--- src/rtl/game_pkg.sv ---
// Shared types and constants for the ChickenCHACHACHA game-control logic.
package game_pkg;

   localparam int unsigned MAX_PLAYERS = 4;
   localparam int unsigned PLAYER_W    = $clog2(MAX_PLAYERS);

   typedef enum logic [2:0] {
      StIdle     = 3'd0,
      StWaitCard = 3'd1,
      StCheck    = 3'd2,
      StMove     = 3'd3,
      StWinChk   = 3'd4,
      StNext     = 3'd5,
      StOver     = 3'd6
   } state_e;

   // N == 0 still means two players; an index already past the limit wraps to 0.
   function automatic logic [PLAYER_W-1:0] next_player(input logic [PLAYER_W-1:0] cur,
                                                       input logic [PLAYER_W-1:0] n);
      logic [PLAYER_W-1:0] neff;
      neff = (n == '0) ? PLAYER_W'(1) : n;
      return (cur >= neff) ? '0 : cur + PLAYER_W'(1);
   endfunction

endpackage

--- src/rtl/turn_timer.sv ---
// Turn timeout counter: clear has priority over enable; tc flags the last allowed cycle.
module turn_timer #(
   parameter int unsigned TIMEOUT_CYCLES = 50_000_000,
   parameter int unsigned TW             = 26
) (
   input  logic clk,
   input  logic rst_n,
   input  logic clear,
   input  logic enable,
   output logic tc
);

   logic [TW-1:0] count_q;

   always_ff @(posedge clk or negedge rst_n) begin
      if (!rst_n) begin
         count_q <= '0;
      end else if (clear) begin
         count_q <= '0;
      end else if (enable) begin
         count_q <= count_q + TW'(1);
      end
   end

   assign tc = (count_q == TW'(TIMEOUT_CYCLES - 1));

endmodule

--- src/rtl/turn_ctrl_fsm.sv ---
// Turn sequencer for the board game: card pick, match check, chicken move, win check.
module turn_ctrl_fsm
   import game_pkg::*;
#(
   parameter int unsigned TIMEOUT_CYCLES = 50_000_000,
   parameter int unsigned TW             = 26
) (
   input  logic                clk,
   input  logic                rst_n,
   input  logic                start,
   input  logic [1:0]          N,
   input  logic                card_valid,
   input  logic                same_valid,
   input  logic                same_result,
   input  logic                win_valid,
   input  logic                win,
   output logic                check_req,
   output logic                move_en,
   output logic                statecombo_next_turn,
   output logic [PLAYER_W-1:0] cur_player,
   output logic                game_over,
   output logic [PLAYER_W-1:0] winner
);

   state_e              state_q, state_d;
   logic                check_req_q, check_req_d;
   logic                move_en_q, move_en_d;
   logic                next_turn_q, next_turn_d;
   logic [PLAYER_W-1:0] cur_player_q, cur_player_d;
   logic                game_over_q, game_over_d;
   logic [PLAYER_W-1:0] winner_q, winner_d;
   logic                timer_clear, timer_en, timer_tc;

   // Any cycle that does not stay in WAIT_CARD restarts the timeout window.
   assign timer_en    = (state_q == StWaitCard);
   assign timer_clear = !((state_q == StWaitCard) && (state_d == StWaitCard));

   turn_timer #(
      .TIMEOUT_CYCLES(TIMEOUT_CYCLES),
      .TW            (TW)
   ) u_turn_timer (
      .clk   (clk),
      .rst_n (rst_n),
      .clear (timer_clear),
      .enable(timer_en),
      .tc    (timer_tc)
   );

   always_comb begin
      state_d      = state_q;
      check_req_d  = 1'b0;
      move_en_d    = 1'b0;
      next_turn_d  = 1'b0;
      cur_player_d = cur_player_q;
      game_over_d  = game_over_q;
      winner_d     = winner_q;
      case (state_q)
         StIdle: begin
            if (start) begin
               state_d      = StWaitCard;
               cur_player_d = '0;
            end
         end
         StWaitCard: begin
            // A card arriving on the timeout cycle still counts.
            if (card_valid) begin
               state_d     = StCheck;
               check_req_d = 1'b1;
            end else if (timer_tc) begin
               state_d     = StNext;
               next_turn_d = 1'b1;
            end
         end
         StCheck: begin
            if (same_valid) begin
               if (same_result) begin
                  state_d   = StMove;
                  move_en_d = 1'b1;
               end else begin
                  state_d     = StNext;
                  next_turn_d = 1'b1;
               end
            end
         end
         StMove: begin
            state_d = StWinChk;
         end
         StWinChk: begin
            if (win_valid) begin
               if (win) begin
                  state_d     = StOver;
                  winner_d    = cur_player_q;
                  game_over_d = 1'b1;
               end else begin
                  state_d = StWaitCard;
               end
            end
         end
         StNext: begin
            state_d      = StWaitCard;
            cur_player_d = next_player(cur_player_q, N);
         end
         StOver: begin
            if (start) begin
               state_d      = StWaitCard;
               game_over_d  = 1'b0;
               cur_player_d = '0;
            end
         end
         default: begin
            state_d     = StIdle;
            game_over_d = 1'b0;
         end
      endcase
   end

   always_ff @(posedge clk or negedge rst_n) begin
      if (!rst_n) begin
         state_q      <= StIdle;
         check_req_q  <= 1'b0;
         move_en_q    <= 1'b0;
         next_turn_q  <= 1'b0;
         cur_player_q <= '0;
         game_over_q  <= 1'b0;
         winner_q     <= '0;
      end else begin
         state_q      <= state_d;
         check_req_q  <= check_req_d;
         move_en_q    <= move_en_d;
         next_turn_q  <= next_turn_d;
         cur_player_q <= cur_player_d;
         game_over_q  <= game_over_d;
         winner_q     <= winner_d;
      end
   end

   assign check_req            = check_req_q;
   assign move_en              = move_en_q;
   assign statecombo_next_turn = next_turn_q;
   assign cur_player           = cur_player_q;
   assign game_over            = game_over_q;
   assign winner               = winner_q;

endmodule

--- config.mk ---
export PLATFORM = sky130hd
export DESIGN_NAME = turn_ctrl_fsm
export DESIGN_NICKNAME = d
export VERILOG_FILES = /design/src/rtl/game_pkg.sv /design/src/rtl/turn_timer.sv /design/src/rtl/turn_ctrl_fsm.sv
export SDC_FILE = /design/constraint.sdc
export NUM_CORES = 1
export LEC_CHECK = 0
export BUFFER_PORTS_ARGS = -buffer_cell sky130_fd_sc_hd__buf_2
export CAP_MARGIN = 20
export CELL_PAD_IN_SITES_DETAIL_PLACEMENT = 1
export CELL_PAD_IN_SITES_GLOBAL_PLACEMENT = 1
export CORE_ASPECT_RATIO = 1.1
export CORE_UTILIZATION = 46
export CTS_CLUSTER_SIZE = 16
export DETAILED_ROUTE_END_ITERATION = 12
export PLACE_DENSITY = 0.75
export RECOVER_POWER = 50
export SETUP_SLACK_MARGIN = 0.05
export SYNTH_ARGS = -nofsm -noshare
export SYNTH_HDL_FRONTEND = slang
export SYNTH_HIERARCHICAL = 1
export SYNTH_SLANG_ARGS = --single-unit
--- constraint.sdc ---
create_clock -name clk -period 3.2 [get_ports clk]
set_clock_uncertainty 0.1 [all_clocks]
set_input_delay 0.64 -clock clk [delete_from_list [all_inputs] [get_ports clk]]
set_output_delay 0.64 -clock clk [all_outputs]
set_load 0.03 [all_outputs]
# Yosys cells after proc, flatten, opt, wreduce, memory -nomap -nowiden
# Index checks and enable logic that the tools add are counted.
# W data, S select, Z words.
[totals]
in_bits = 10
ff_bits = 37
out_inout_bits = 8
[op_classes]
bitwise = 1
muxes = 28
eq_ne = 13
addsub = 2
reduce_logical = 9
order_cmp = 1
[ops]
columns = ["op", "n"]
rows = [
  ["$mux W26", 2],
  ["$add A26 B1 Y26 const B", 1],
  ["$eq A26 B26 Y1 const B", 1],
  ["$mux W3", 7],
  ["$pmux W3 S6", 1],
  ["$mux W1", 12],
  ["$eq A3 B3 Y1 const B", 3],
  ["$ne A2 B2 Y1 const B", 4],
  ["$eq A3 B1 Y1 const B", 2],
  ["$eq A3 B2 Y1 const B", 2],
  ["$mux W2", 3],
  ["$reduce_or A5 Y1", 1],
  ["$pmux W2 S2", 1],
  ["$reduce_and A4 Y1", 1],
  ["$logic_not A3 Y1", 1],
  ["$pmux W1 S3", 1],
  ["$reduce_and A3 Y1", 1],
  ["$add A2 B1 Y2 const B", 1],
  ["$ge A2 B2 Y1", 1],
  ["$logic_not A2 Y1", 1],
  ["$ne A2 B1 Y1 const B", 1],
  ["$pmux W1 S2", 1],
  ["$reduce_and A2 Y1", 1],
  ["$reduce_bool A2 Y1", 1],
  ["other kinds (3)", 3],
]

# Logic depth before layout (Yosys ltp)
[logic_depth]
word_depth = 7
mapped_depth = 9
mapped_depth_nobuf = 9

# Modules after synthesis
# Netlist, hierarchy kept.
[modules_own_cells]
columns = ["mod", "instances", "cells_each", "area_per_inst_um2"]
rows = [
  ["turn_timer", 1, 151, 1438.9],
  ["turn_ctrl_fsm", 1, 68, 644.4],
]

# Worst setup path before layout
# Ideal clock, no wire load.
[synth_timing]
kind = "register to register"
from = "register u_turn_timer.count_q[0]"
to = "register u_turn_timer.count_q[25]"
n_path_buf = 0
synth_period_minus_slack_ns = 2.609
slack_ns = 0.591
stages_incl_launch_ff = 10
t_required_ns = 3.022
arrival_ns = 2.431
cell_sequence = "dfrtp_1 ha_1 nor4bb_1 nand4_1 nor3_1 nand2b_1 o211a_1 nand4_1 or4_1 a21oi_1"
[synth_between]
elab_chain_cells = 7
word_cells_on_any_way = 10
cone_classes = "add/sub: 1; eq/ne: 3; mux: 5; reduce/logical: 1"
[synth_lines]
columns = ["item", "line_no", "source"]
rows = [
  ["start: declaration", "turn_timer.sv:13", "logic [TW-1:0] count_q;"],
  ["start signal: assignment", "turn_timer.sv:21", "count_q <= count_q + TW'(1);"],
  ["$eq A26 B26 Y1 (*)", "turn_timer.sv:25", "assign tc = (count_q == TW'(TIMEOUT_CYCLES - 1));"],
  ["net timer_tc", "turn_ctrl_fsm.sv:32", "logic timer_clear, timer_en, timer_tc;"],
  ["$mux W3 (*)", "turn_ctrl_fsm.sv:69", "end else if (timer_tc) begin"],
  ["$mux W3 (*)", "turn_ctrl_fsm.sv:66", "if (card_valid) begin"],
  ["$pmux W3 S6 (*)", "turn_ctrl_fsm.sv:57", "case (state_q)"],
  ["$eq A3 B1 Y1 (*)", "turn_ctrl_fsm.sv:36", "assign timer_clear = !((state_q == StWaitCard) && (state_d == StWaitCard));"],
  ["$logic_and A1 B1 Y1 (*)", "turn_ctrl_fsm.sv:36", ""],
  ["$ne A2 B2 Y1 (no source line) or $mux W26 (tied branches)", "-", ""],
]
# Mark *: on every way through the listed nets, which the timed path passes. The rest lies on a longest branch. The select of a mux whose other input is x is not followed.
# A chain may end at the register's enable or synchronous reset.

# Final worst setup path
[layout_timing]
from = "register u_turn_timer.count_q[1]"
to = "register u_turn_timer.count_q[19]"
# Same word-level chain as after synthesis.

==> results <==
- TritonCTS built the clock tree.
- The ratio of final minimum period to clock period is 0.925.
- The register bit count reported by yosys is 37.
- The signal on the critical path passes through ha_1, nor4bb_1, nand4_1, nor3_2, nand2b_2, buf_4, o211ai_1, nor4_2, mux2_2.
- The gate count of the mapped netlist is between 200 and 250.
- CTS built an H-tree with a depth of 2.
- The slack of the worst reg-to-reg path is 0.24 ns.
- The endpoint of the worst register-to-register path is u_turn_timer/count_q[19]$_DFFE_PN0P_.
- Averaged over all synthesized cells, the footprint is around 9.5 um^2.
- The worst setup path is of the reg2reg kind.
- The floorplan step defined a die boundary enclosing 4800 um^2.
- Of the total synthesized cell area, the portion taken by full adders, half adders and majority gates is 0.0180.
- The post-layout net count is between 200 and 250.
- In the routed layout, each cell is associated on average with a via count of around 6.
- For this run, the number of Yosys warnings is 6.
- The number of antenna violations at the first check in global routing is 0.
- The multiplexer share of the synthesized area is 0.0264.
- Leaving out fill and tap cells, the most frequent cells in the layout are sky130_fd_sc_hd__dfrtp_1 (37), sky130_fd_sc_hd__nor2_1 (20), sky130_fd_sc_hd__a21oi_1 (16), sky130_fd_sc_hd__buf_2 (16), sky130_fd_sc_hd__nand2_1 (14).
- Setup repair after global routing left no endpoint under its margin.
- The cell area that synthesis handed to floorplanning was between 2000 and 2500 um^2.
- The number of clock buffers inserted by TritonCTS is 5.
- The maximum resistive drop on vdd is between 0.0004 and 0.0005 V.
- Leaving out fill and tap cells, the most frequent cell in the layout is sky130_fd_sc_hd__dfrtp_1.
- The synthesized-area fraction occupied by xor and xnor cells is 0.0462.
- The source of the worst register-to-register timing path is u_turn_timer/count_q[1]$_DFFE_PN0P_.
- The buffer depth of the longest clock path is 2.
- The worst hold path begins at game_over$_DFFE_PN0P_.
- The count of boundary I/O pins is 18.
- The number of max-slew violations in the final report is 38.
- Of the cells placed in the final design, the portion with a size suffix greater than 1 is 0.173.
- Entering global routing, the biggest net connects 38 pins.
- The remaining number of nets flagged by the antenna check after routing is 0.
- The mean routed wirelength per cell is approximately 18 um.
- The slowest stage cell on the critical path is sky130_fd_sc_hd__dfrtp_1.
- STA classifies the critical path endpoint as a register.
- The wire length of the first global-routing pass is 8890 um.
- The starting density of the core is 0.483.
- The count of cells along the worst hold path is 1.
- The number of antenna diodes in the final layout is 0.
- The count of TritonRoute iterations in the first routing pass is 4.
- The power density normalized to cell area is 645 nW/um^2.
- The total global routing track utilization is 0.246.
- The depth of the worst register-to-register path is 9.
- The combinational family with the most area after synthesis is simple AND/OR/NAND/NOR gates.
- The first routing iteration left 96 violations.
- Detailed routing inserted a total of ~1700 vias.
- The worst hold path endpoint is game_over$_DFFE_PN0P_.
- For the worst setup path, the data arrival time is 3.04 ns.
- The die is about 66 um wide.
- The clock net sink count is 37.
- For this run, the top clock speed supported by timing is about 340 MHz.
- The cell sitting at the root of the clock tree is a sky130_fd_sc_hd__clkbuf_8.
- Of the total synthesized cell area, the portion taken by AND, OR, NAND and NOR gates is 0.273.
- The clock transition at the registers of the reported paths is 0.08 ns.
- The number of cells in the design after placement is ~280.
- The setup slack at placement is approximately 0.32 ns.
- The number of non-filler instances in the completed layout is slightly below 300.
- The final hold violation count is 0.
- The site row count is 25.
- Along the worst path, the maximum fanout reaches 15.
- The required time of the worst setup path is about 3.3 ns.
- The post-detailed-route DRC marker count is 0.
- After layout, the minimum clock period comes to between 2 and 3 ns.
- The later pin in the worst-skew pair is clocked with a latency of 0.29 ns.
- The via count of the first global-routing pass is 1867.
- The compound-cell area share of the yosys netlist was 0.143.
- Setup violations remaining at the end of the flow were counted as 0.
- Buffers placed on the I/O ports in this run total 17.
- The number of unique standard cell types used by synthesis is 49.
- Summed over all layers, the global routing overflow is 0.
- The register area is approximately 900 um^2.
- The checks that failed: capacitance limit, slew limit.
- Relative to the synthesized area, the layout overhead comes to 12.3%.
- In this run, post-CTS hold repair placed 0 buffers.
- The worst pin sits at a relative slew slack of -0.348.
- The number of synthesized flops with an enable pin is 0.
- The sum of negative setup slack is 0 ns.
- The class of the worst hold path is reg2reg.
- In the final layout, the multi-input gates occupy about 1100 um^2.
- The number of nets produced by synthesis is about 230.
- The final-layout fill cell count is 479.
- The highest cell delay on the worst timing path is between 0.4 and 0.5 ns.
- Among all flip-flop cells after synthesis, the most frequent one is sky130_fd_sc_hd__dfrtp_1.
- For this run, the register share of the synthesized area comes to 0.444.
- The slew of the pin with the lowest slew margin is approximately 2 ns.
- The slack of the critical path is around 0.24 ns.
- STA classifies the critical path startpoint as a register.
- The die is 72.6 um tall.
- The max-capacitance violation count is 1.
- At the end of routability-driven placement, the weighted congestion stood at roughly 0.8.
- The placed wire-length estimate is between 3000 and 4000 um.
- The run finished, with violations left.
- The leakage power total is 1.01 nW.
- The core region is 4320 um^2.
- After detailed routing, the total wire length is around 5200 um.
- Of all flip-flops after synthesis, the portion carrying an async set or reset was 1.00.
==> power breakdown <==
group | internal [mW] | switching, mW
Clock | 0.310 | 0.176
Combinational | 0.162 | 0.265
Sequential | 0.519 | 0.0793
==> critical path: cells and delay by family, from the launching register on <==
kind	cells	cell delay (ns)
flip-flops	1	0.43
adder cells (fa/ha/maj)	1	0.30
buffers and inverters	1	0.23
multiplexers	1	0.37
AND/OR/NAND/NOR	5	1.26
AO/OA/AOI/OAI	1	0.15
==> stage by stage <==
stage | utilization | hold WS (ns) | total power [mW] | cell area, um^2
2_1_floorplan | - | 0.244 | 0.924 | 2080
3_3_place_gp | 0.509 | 0.354 | 1.01 | 2200
3_5_place_dp | 0.509 | 0.362 | 1.04 | 2200
4_1_cts | 0.540 | 0.376 | 1.52 | 2330
5_1_grt | 0.542 | 0.395 | 1.59 | 2340
6_report | 0.542 | 0.374 | 1.51 | 2340
==> routing by layer <==
metal / track usage / share of wire / vias to the layer above
li1: - / - / 838
met4: 0.0615 / 0.010 / 0
met5: 0 / 0 / -
met2: 0.426 / 0.52 / 22
met1: 0.311 / 0.45 / 874
met3: 0.0500 / 0.019 / 7
==> cell families (layout without fill, tap and decap cells) <==
logic type | after synthesis | count (layout)
simple gates | 98 | 98
compound gates | 45 | 45
flops | 37 | 37
buf+inv | 20 | 38
xor+xnor | 11 | 11
mux | 5 | 5
fa+ha+maj | 3 | 3
==> state kept, by name, summed over array words and instances (netlist names) <==
register              flops
check_req                 1
move_en                   1
statecombo_next_turn      1
winner                    2
u_turn_timer/count_q     26
cur_player                2
state_q                   3
game_over                 1
==> layout make-up <==
type / count / area share
Multi-Input combinational cell: 162 / 0.457
Tap cell: 54 / 0.0289
Sequential cell: 37 / 0.396
Clock inverter: 3 / 0.0278
Inverter: 9 / 0.0144
Timing Repair Buffer: 21 / 0.0471
Clock buffer: 5 / 0.0294
==> Yosys cell counts (3+ instances only) <==
master / number / area share
sky130_fd_sc_hd__mux2_2: 3 / 0.016
sky130_fd_sc_hd__ha_1: 3 / 0.018
sky130_fd_sc_hd__buf_2: 4 / 0.0096
sky130_fd_sc_hd__nand4_1: 9 / 0.027
sky130_fd_sc_hd__and4_1: 3 / 0.013
sky130_fd_sc_hd__nand2_1: 14 / 0.025
sky130_fd_sc_hd__or3_1: 5 / 0.015
sky130_fd_sc_hd__inv_1: 9 / 0.016
sky130_fd_sc_hd__a21o_1: 3 / 0.011
sky130_fd_sc_hd__nor4_1: 3 / 0.0090
sky130_fd_sc_hd__nand3_1: 12 / 0.029
sky130_fd_sc_hd__nand2b_1: 4 / 0.012
sky130_fd_sc_hd__xnor2_1: 3 / 0.013
sky130_fd_sc_hd__nor2_1: 20 / 0.036
sky130_fd_sc_hd__dfrtp_1: 37 / 0.44
sky130_fd_sc_hd__nor2b_1: 3 / 0.0090
sky130_fd_sc_hd__a21oi_1: 16 / 0.038
sky130_fd_sc_hd__nor3_1: 4 / 0.0096
sky130_fd_sc_hd__o31ai_1: 9 / 0.032
sky130_fd_sc_hd__or4_1: 8 / 0.029
sky130_fd_sc_hd__xor2_1: 8 / 0.034
sky130_fd_sc_hd__o21ai_0: 6 / 0.014
==> worst max path at each step <==
stage / start / end / depth (start not counted)
after floorplan: u_turn_timer/count_q[0]$_DFFE_PN0P_ / u_turn_timer/count_q[25]$_DFFE_PN0P_ / 9
after global placement: u_turn_timer/count_q[0]$_DFFE_PN0P_ / u_turn_timer/count_q[19]$_DFFE_PN0P_ / 9
after detailed placement: u_turn_timer/count_q[0]$_DFFE_PN0P_ / u_turn_timer/count_q[25]$_DFFE_PN0P_ / 9
after CTS: u_turn_timer/count_q[0]$_DFFE_PN0P_ / u_turn_timer/count_q[19]$_DFFE_PN0P_ / 9
after global routing: u_turn_timer/count_q[0]$_DFFE_PN0P_ / u_turn_timer/count_q[25]$_DFFE_PN0P_ / 9
final: u_turn_timer/count_q[1]$_DFFE_PN0P_ / u_turn_timer/count_q[19]$_DFFE_PN0P_ / 9
==> what timing repair did <==
action	CTS	global route
setup buffers	0	0
setup endpoints to repair	0	3
resized for setup	0	3
No activity file was read; power rests on OpenSTA's default activity.
